## src/rtl/four_nand_tree_if.sv

```systemverilog
// Operand/result bundle for four_nand_tree. The block is the slave; the producer is the master.
// The ev_cnt member exists only when FOUR_NAND_EVCNT_EN is defined.
interface four_nand_tree_if #(
  parameter int WIDTH = 1,
  parameter int CNT_W = 16
);
  logic             in_valid;
  logic [WIDTH-1:0] a;
  logic [WIDTH-1:0] b;
  logic [WIDTH-1:0] c;
  logic [WIDTH-1:0] d;
  logic             out_valid;
  logic [WIDTH-1:0] e;
  logic [WIDTH-1:0] f;
  logic [WIDTH-1:0] g;
`ifdef FOUR_NAND_EVCNT_EN
  logic [CNT_W-1:0] ev_cnt;

  modport master (output in_valid, a, b, c, d, input out_valid, e, f, g, ev_cnt);
  modport slave  (input in_valid, a, b, c, d, output out_valid, e, f, g, ev_cnt);
`else
  modport master (output in_valid, a, b, c, d, input out_valid, e, f, g);
  modport slave  (input in_valid, a, b, c, d, output out_valid, e, f, g);
`endif
endinterface

```

## src/rtl/four_nand_tree.sv

```systemverilog
// Two-stage registered 4-input NAND tree over WIDTH independent lanes, with a valid pipe.
// Optional saturating all-ones event counter: define FOUR_NAND_EVCNT_EN.
module four_nand_lane (
  input  logic clk,
  input  logic rst,
  input  logic i_a,
  input  logic i_b,
  input  logic i_c,
  input  logic i_d,
`ifdef FOUR_NAND_EVCNT_EN
  output logic o_g_nxt,
`endif
  output logic o_e,
  output logic o_f,
  output logic o_g
);
  logic r_s1_e, r_s1_f;
  logic r_e, r_f, r_g;
  logic w_g_nxt;

  // NAND of the two inverted first-level terms collapses to an OR.
  assign w_g_nxt = r_s1_e | r_s1_f;

  // Reset value is the NAND of all-zero operands.
  always_ff @(posedge clk) begin
    if (rst) begin
      r_s1_e <= 1'b1;
      r_s1_f <= 1'b1;
      r_e    <= 1'b1;
      r_f    <= 1'b1;
      r_g    <= 1'b1;
    end else begin
      r_s1_e <= ~(i_a & i_b);
      r_s1_f <= ~(i_c & i_d);
      r_e    <= r_s1_e;
      r_f    <= r_s1_f;
      r_g    <= w_g_nxt;
    end
  end

  assign o_e = r_e;
  assign o_f = r_f;
  assign o_g = r_g;
`ifdef FOUR_NAND_EVCNT_EN
  assign o_g_nxt = w_g_nxt;
`endif
endmodule

module four_nand_tree #(
  parameter int WIDTH = 1,
  parameter int CNT_W = 16
) (
  input logic            clk,
  input logic            rst,
  four_nand_tree_if.slave bus
);
  localparam int STAGES = 2;

  logic [STAGES:1]  r_vld_pipe;
  logic [WIDTH-1:0] w_e, w_f, w_g;
`ifdef FOUR_NAND_EVCNT_EN
  logic [WIDTH-1:0] w_g_nxt;
  logic [CNT_W-1:0] r_ev_cnt;
  logic             w_hit;
`endif

  always_ff @(posedge clk) begin
    if (rst) r_vld_pipe <= '0;
    else     r_vld_pipe <= {r_vld_pipe[STAGES-1:1], bus.in_valid};
  end

  for (genvar i = 0; i < WIDTH; i++) begin : g_lane
    four_nand_lane u_lane (
      .clk     (clk),
      .rst     (rst),
      .i_a     (bus.a[i]),
      .i_b     (bus.b[i]),
      .i_c     (bus.c[i]),
      .i_d     (bus.d[i]),
`ifdef FOUR_NAND_EVCNT_EN
      .o_g_nxt (w_g_nxt[i]),
`endif
      .o_e     (w_e[i]),
      .o_f     (w_f[i]),
      .o_g     (w_g[i])
    );
  end

  assign bus.out_valid = r_vld_pipe[STAGES];
  assign bus.e         = w_e;
  assign bus.f         = w_f;
  assign bus.g         = w_g;

`ifdef FOUR_NAND_EVCNT_EN
  // Looks at the result about to land so the count includes the current output.
  assign w_hit = r_vld_pipe[STAGES-1] & ~(&w_g_nxt);

  always_ff @(posedge clk) begin
    if (rst)                           r_ev_cnt <= '0;
    else if (w_hit && !(&r_ev_cnt))    r_ev_cnt <= r_ev_cnt + 1'b1;
  end

  assign bus.ev_cnt = r_ev_cnt;
`endif
endmodule

```

## src/flat_wrapper.sv

```systemverilog
// flat-port wrapper written by rule: the top's interface ports become plain ports
module four_nand_tree_flat 
#(
  parameter int WIDTH = 1,
  parameter int CNT_W = 16
)
  (clk, rst, bus_in_valid, bus_a, bus_b, bus_c, bus_d, bus_out_valid, bus_e, bus_f, bus_g);
  four_nand_tree_if #(.WIDTH(WIDTH), .CNT_W(CNT_W)) bus_i ();
  input logic clk;
  input logic rst;
  input wire logic [$bits(bus_i.in_valid)-1:0] bus_in_valid;
  input wire logic [$bits(bus_i.a)-1:0] bus_a;
  input wire logic [$bits(bus_i.b)-1:0] bus_b;
  input wire logic [$bits(bus_i.c)-1:0] bus_c;
  input wire logic [$bits(bus_i.d)-1:0] bus_d;
  output wire logic [$bits(bus_i.out_valid)-1:0] bus_out_valid;
  output wire logic [$bits(bus_i.e)-1:0] bus_e;
  output wire logic [$bits(bus_i.f)-1:0] bus_f;
  output wire logic [$bits(bus_i.g)-1:0] bus_g;
  assign bus_i.in_valid = bus_in_valid;
  assign bus_i.a = bus_a;
  assign bus_i.b = bus_b;
  assign bus_i.c = bus_c;
  assign bus_i.d = bus_d;
  assign bus_out_valid = bus_i.out_valid;
  assign bus_e = bus_i.e;
  assign bus_f = bus_i.f;
  assign bus_g = bus_i.g;
  four_nand_tree #(.WIDTH(WIDTH), .CNT_W(CNT_W)) u_core (.clk(clk), .rst(rst), .bus(bus_i));
endmodule
```

## config.mk

```make
export PLATFORM = sky130hd
export DESIGN_NAME = four_nand_tree_flat
export DESIGN_NICKNAME = d
export VERILOG_FILES = /design/src/rtl/four_nand_tree_if.sv /design/src/rtl/four_nand_tree.sv /design/src/flat_wrapper.sv
export SDC_FILE = /design/constraint.sdc
export NUM_CORES = 1
export LEC_CHECK = 0
export ABC_AREA = 1
export ABC_CLOCK_PERIOD_IN_PS = 800
export CAP_MARGIN = 20
export CORE_AREA = 5 5 42 44
export DETAILED_ROUTE_END_ITERATION = 16
export DIE_AREA = 0 0 47 49
export MAX_ROUTING_LAYER = met4
export PLACE_DENSITY = 0.47
export SLEW_MARGIN = 20
export SYNTH_ARGS = -nofsm -noshare
export SYNTH_HDL_FRONTEND = slang
export SYNTH_HIERARCHICAL = 1
export SYNTH_SLANG_ARGS = --single-unit
```

## constraint.sdc

```tcl
create_clock -name clk -period 0.8 [get_ports clk]
set_clock_uncertainty 0.2 [all_clocks]
set_input_delay 0.16 -clock clk [delete_from_list [all_inputs] [get_ports clk]]
set_output_delay 0.16 -clock clk [all_outputs]
set_load 0.1 [all_outputs]
```

==> results of run 1 <==
[repair_timing]
action / 4_1_cts / 5_1_grt
gates resized for setup: 1 / 2
endpoints found under the setup margin: 11 / 6
pin swaps: 0 / 1
[registers in the layout, summed over array words and instances, names as in the netlist]
| signal | cells |
|---|---|
| u_core/r_vld_pipe | 2 |
| u_core/g_lane.u_lane/o_e | 1 |
| u_core/g_lane.u_lane/o_f | 1 |
| u_core/g_lane.u_lane/o_g | 1 |
| u_core/g_lane.u_lane/r_s1_e | 1 |
| u_core/g_lane.u_lane/r_s1_f | 1 |
[synthesized netlist by cell type (all sizes together)]
cell type	number
inv	5
nand2	2
nand3	2
dfxtp	7
nor2	3
[kinds of logic after synthesis]
group | share of synthesized area, %
and+or+nand+nor | 16.45
DFF | 73.68
buffers and inverters | 9.864
[power breakdown]
part	switching [mW]	internal (mW)	total, mW	leakage [nW]
Combinational	0.0522	0.0473	0.0995	0.0965
Clock	0.125	0.182	0.307	0.0177
Sequential	0.00643	0.351	0.358	0.0576
Total	0.184	0.581	0.764	0.172
[cell type report]
| type | instances | share of cell area, % |
|---|---|---|
| tap | 16 | 5.031 |
| timing repair buffer | 10 | 34.91 |
| multi-input combinational | 7 | 9.119 |
| inverter | 5 | 4.717 |
| sequential | 7 | 39.31 |
| clock inverter | 1 | 1.258 |
| clock buffer | 3 | 5.660 |
[routing by layer]
metal / GRT usage, % / part of all wire [%] / up-vias
met5: - / 0 / -
met4: 2.765 / 0 / 0
li1: - / - / 81
met3: 4.428 / 22 / 0
met2: 4.072 / 41 / 11
met1: 2.000 / 36 / 61
[metrics by stage]
step           util [%]  setup TNS (ns)  worst slack [ns]
3_3_place_gp      26.07          -2.313           -0.3255
2_1_floorplan         -         -0.2553          -0.06382
5_1_grt           28.39          -1.372           -0.3463
3_5_place_dp      26.07          -2.451           -0.3375
6_report          28.39          -1.271           -0.3183
4_1_cts           27.95          -1.318           -0.3304
[path summary, 6_finish.rpt]
kind / depth (start not counted) / from / endpoint
min: 2 / rst / u_core/r_vld_pipe[2]
max: 1 / u_core/g_lane[0].u_lane/o_e / bus_e
min reg2reg: 2 / u_core/r_vld_pipe[1] / u_core/r_vld_pipe[2]
max reg2reg: 2 / u_core/g_lane[0].u_lane/r_s1_f / u_core/g_lane[0].u_lane/o_g
==> flow_summary.json, run 1 <==
{
  "syn_inst": 19,
  "fmax_mhz": 894.2,
  "worstMarginPinSlew_ns": 0.2089,
  "postCtsSetupBuffers": 0,
  "grt_pass1_wl_um": 448,
  "avgSynthCellArea_um2": 10.01,
  "max-slew-margin-rel_pct": 86.07,
  "clk_latency_ns": 0.25,
  "cts-root-buf": "clkbuf_4",
  "cpPeakStageDelay_ns": 0.35,
  "portBuffers": 10,
  "setup_viol": 4,
  "hold_viol_final": 0,
  "timing_worst_setup_path_type": "reg -> out",
  "vias": 153,
  "cts_buffers": 3,
  "gp_congestion": 0.6985,
  "syn2layout_area_growth_pct": 109.2,
  "clkSinkCount": 7,
  "die_h_um": 49,
  "r2r_slack_ns": 0.05,
  "period_needed_ns": 1.118,
  "hold_slack_ns": 0.1289,
  "final_common_cell": "clkdlybuf4s50_1",
  "core_area_mm2": 0.001401,
  "status": "finished with violations",
  "crit_path_start_kind": "flop",
  "drt_iter0_markers": 1,
  "syn_nets": 26,
  "cts_max_path_buffers": 2,
  "grt_pass1_vias": 133,
  "grt_start_max_net_pins": 6,
  "fin_area_um2": 397.9,
  "die_x_um": 47,
  "antennaDiodeCount": 0,
  "ios": 11,
  "final_antenna_net_count": 0,
  "violations": "setup timing",
  "p_leak_nw": 0.1719,
  "synth_top_area_share_pct": 73.68,
  "finalPower_mw": 0.7643,
  "dpl.hpwl_um": 259.6,
  "drive_gt1_share_pct": 45.45,
  "cts_tree": "built",
  "num_rows": 14,
  "cp.required_ns": 0.44,
  "vias_per_cell": 3.122,
  "cp_max_fo": 1,
  "layout_common_cells": "clkdlybuf4s50_1 (5), buf_12 (4), inv_1 (4), dfxtp_4 (4), clkbuf_4 (3)",
  "final.period_utilization_pct": 139.8,
  "nets": 41,
  "worstPathCellList": "buf_12",
  "holdBufCountCts": 0,
  "start_util_pct": 13.57,
  "slowest_stage": "dfxtp_4",
  "regArea_um2": 156.4,
  "drc": 0,
  "grtUsageTotal_pct": 3.261,
  "yosysUniqueCellTypes": 7,
  "yosys.area.top_type": "dfxtp_1",
  "ys_ff_latch": 7,
  "firstDrtPassIters": 2,
  "cts.clk_slew.worst_paths_ns": 0.06,
  "hold_class": "in -> reg",
  "slew_viol_final": 0,
  "synth_warnings": 6,
  "cp.buffers_inverters": 1,
  "htreeDepth": 1,
  "cp-end-kind": "output port",
  "placed_area_um2": 365.4,
  "ys_seq_area_share_pct": 73.68,
  "antenna_found_initial": 0,
  "crit_family": "flip-flops",
  "die_area_mm2": 0.002303,
  "multi_input_area_um2": 36.28,
  "nFillCells": 158,
  "avgRoutedWirePerCell_um": 6.265,
  "fin_ws_ns": -0.3183,
  "synthesis.area_um2": 190.2,
  "rsz0062_at_grt": "true",
  "ys_top_cells_by_area": "dfxtp_1 (74%), inv_1 (7.9%), nand3_1 (5.3%), nand2_1 (3.9%), nor2_1 (3.9%)",
  "maxCapViolCount": 0,
  "critPathArrivalTime_ns": 0.76,
  "cellPowerDensity_mw_per_mm2": 1921,
  "grt_overflow_total": 0,
  "place_inst": 45,
  "finalWirelength_um": 307,
  "instances_no_fill": 49,
  "vdd_ir_drop_max_uv": 836.3
}
Note: power is estimated with default switching activity, not from simulation.
==> inputs of run 2 (changes only) <==
Settings changed: CAP_MARGIN 20 to 25, DONT_BUFFER_PORTS set to 1, PLACE_DENSITY 0.47 to 0.35.
==> run 2 against run 1 <==
Net effect:
- critical path depth decreased by 1
- global-route usage is 0.21 points higher
- wire length rose by 9.8%
- the run ends with hold timing, setup timing left
- sequential cell count did not move
- utilization fell by 10 points
- final area down 35%
==> flow_summary.json, run 2 (same netlist as run 1, synthesis figures left out) <==
{
  "hold_class": "in -> reg",
  "layout_common_cells": "inv_1 (4), dfxtp_4 (4), clkbuf_4 (3)",
  "drc": 0,
  "max-slew-margin-rel_pct": 80.80,
  "p_leak_nw": 0.1042,
  "rsz0062_at_grt": "true",
  "antenna_found_initial": 0,
  "cp.required_ns": 0.44,
  "critPathArrivalTime_ns": 0.77,
  "fin_area_um2": 257.7,
  "hold_slack_ns": -0.2329,
  "core_area_mm2": 0.001401,
  "ios": 11,
  "violations": "hold timing, setup timing",
  "worstMarginPinSlew_ns": 0.2893,
  "finalWirelength_um": 337,
  "cts-root-buf": "clkbuf_4",
  "fin_util_pct": 18.39,
  "drive_gt1_share_pct": 43.48,
  "clkSinkCount": 7,
  "grtUsageTotal_pct": 3.473,
  "grt_start_max_net_pins": 5,
  "fmax_mhz": 883.5,
  "cp_max_fo": 1,
  "cts_max_path_buffers": 2,
  "crit_path_start_kind": "flop",
  "cts.clk_slew.worst_paths_ns": 0.05,
  "final_antenna_net_count": 0,
  "clk_latency_ns": 0.25,
  "maxCapViolCount": 0,
  "firstDrtPassIters": 2,
  "portBuffers": 0,
  "die_h_um": 49,
  "grt_overflow_total": 0,
  "gp_congestion": 0.6504,
  "die_x_um": 47,
  "vias": 126,
  "cts_tree": "built",
  "htreeDepth": 1,
  "largest_reg_flops": 2,
  "cellPowerDensity_mw_per_mm2": 2783,
  "nets": 31,
  "hold_viol_final": 7,
  "postCtsSetupBuffers": 0,
  "drt_iter0_markers": 2,
  "vdd_ir_drop_max_uv": 1045,
  "final.period_utilization_pct": 141.5,
  "setup_viol": 4,
  "antennaDiodeCount": 0,
  "instances_no_fill": 39,
  "r2r_slack_ns": 0.04,
  "status": "finished with violations",
  "avgRoutedWirePerCell_um": 8.641,
  "cts_buffers": 3,
  "placed_area_um2": 225.2,
  "place_inst": 35,
  "cp-end-kind": "output port",
  "dpl.hpwl_um": 250.8,
  "start_util_pct": 13.57,
  "num_rows": 14,
  "period_needed_ns": 1.132,
  "largest_register": "u_core/r_vld_pipe",
  "slew_viol_final": 0,
  "fin_ws_ns": -0.3319,
  "timing_worst_setup_path_type": "reg -> out",
  "finalPower_mw": 0.7173,
  "vias_per_cell": 3.231,
  "die_area_mm2": 0.002303,
  "syn2layout_area_growth_pct": 35.53,
  "grt_pass1_vias": 122,
  "grt_pass1_wl_um": 476
}
==> run 2: changes by cell type in the layout (fill, tap and decap cells not counted), sizes merged <==
cell / before / now
clkbuf: 3 / 4
dlygate4sd2: 1 / 0
clkdlybuf4s50: 5 / 0
buf: 4 / 0
clkinv: 1 / 0
==> run 2: through the flow <==
| stage | hold slack, ns | setup slack [ns] | setup TNS [ns] |
|---|---|---|---|
| floorplan | 0.02156 | -0.06382 | -0.2553 |
| global placement | 0.02486 | -0.07128 | -0.2771 |
| detailed placement | 0.02440 | -0.07170 | -0.2832 |
| CTS | -0.2403 | -0.3443 | -1.372 |
| global route | -0.2473 | -0.3619 | -1.422 |
| finish | -0.2329 | -0.3319 | -1.323 |
==> run 2: repair_timing <==
action                                 in CTS  in global routing
pin swaps                                   0                  2
endpoints found under the hold margin       7                  7
resized for setup                           0                  2
setup endpoints to repair                   4                  6
==> run 2: layer usage <==
metal,track usage [%],routed length (um)
met1,2.876,129
met2,3.167,125
met3,6.642,81
met4,1.382,0
met5,-,0
==> run 2: worst paths after layout <==
kind	from	to	cells past startpoint
setup / recovery	u_core/r_vld_pipe[2]	bus_out_valid	0
hold / removal	rst	u_core/r_vld_pipe[2]	1
setup reg to reg	u_core/g_lane[0].u_lane/r_s1_f	u_core/g_lane[0].u_lane/o_g	2
hold reg to reg	u_core/r_vld_pipe[1]	u_core/r_vld_pipe[2]	2
==> run 2: final cells by class <==
type	count	area (um^2)
Fill cell	166	1144
Clock buffer	4	26.28
Sequential cell	7	156.4
Inverter	5	18.77
Tap cell	16	20.02
Multi-Input combinational cell	7	36.28
==> run 2: where the power goes <==
part	internal [mW]	total, mW	switching, mW
sequential	0.352	0.393	0.0410
clock	0.190	0.312	0.122
combinational	0.00567	0.0124	0.00675
total	0.548	0.717	0.170
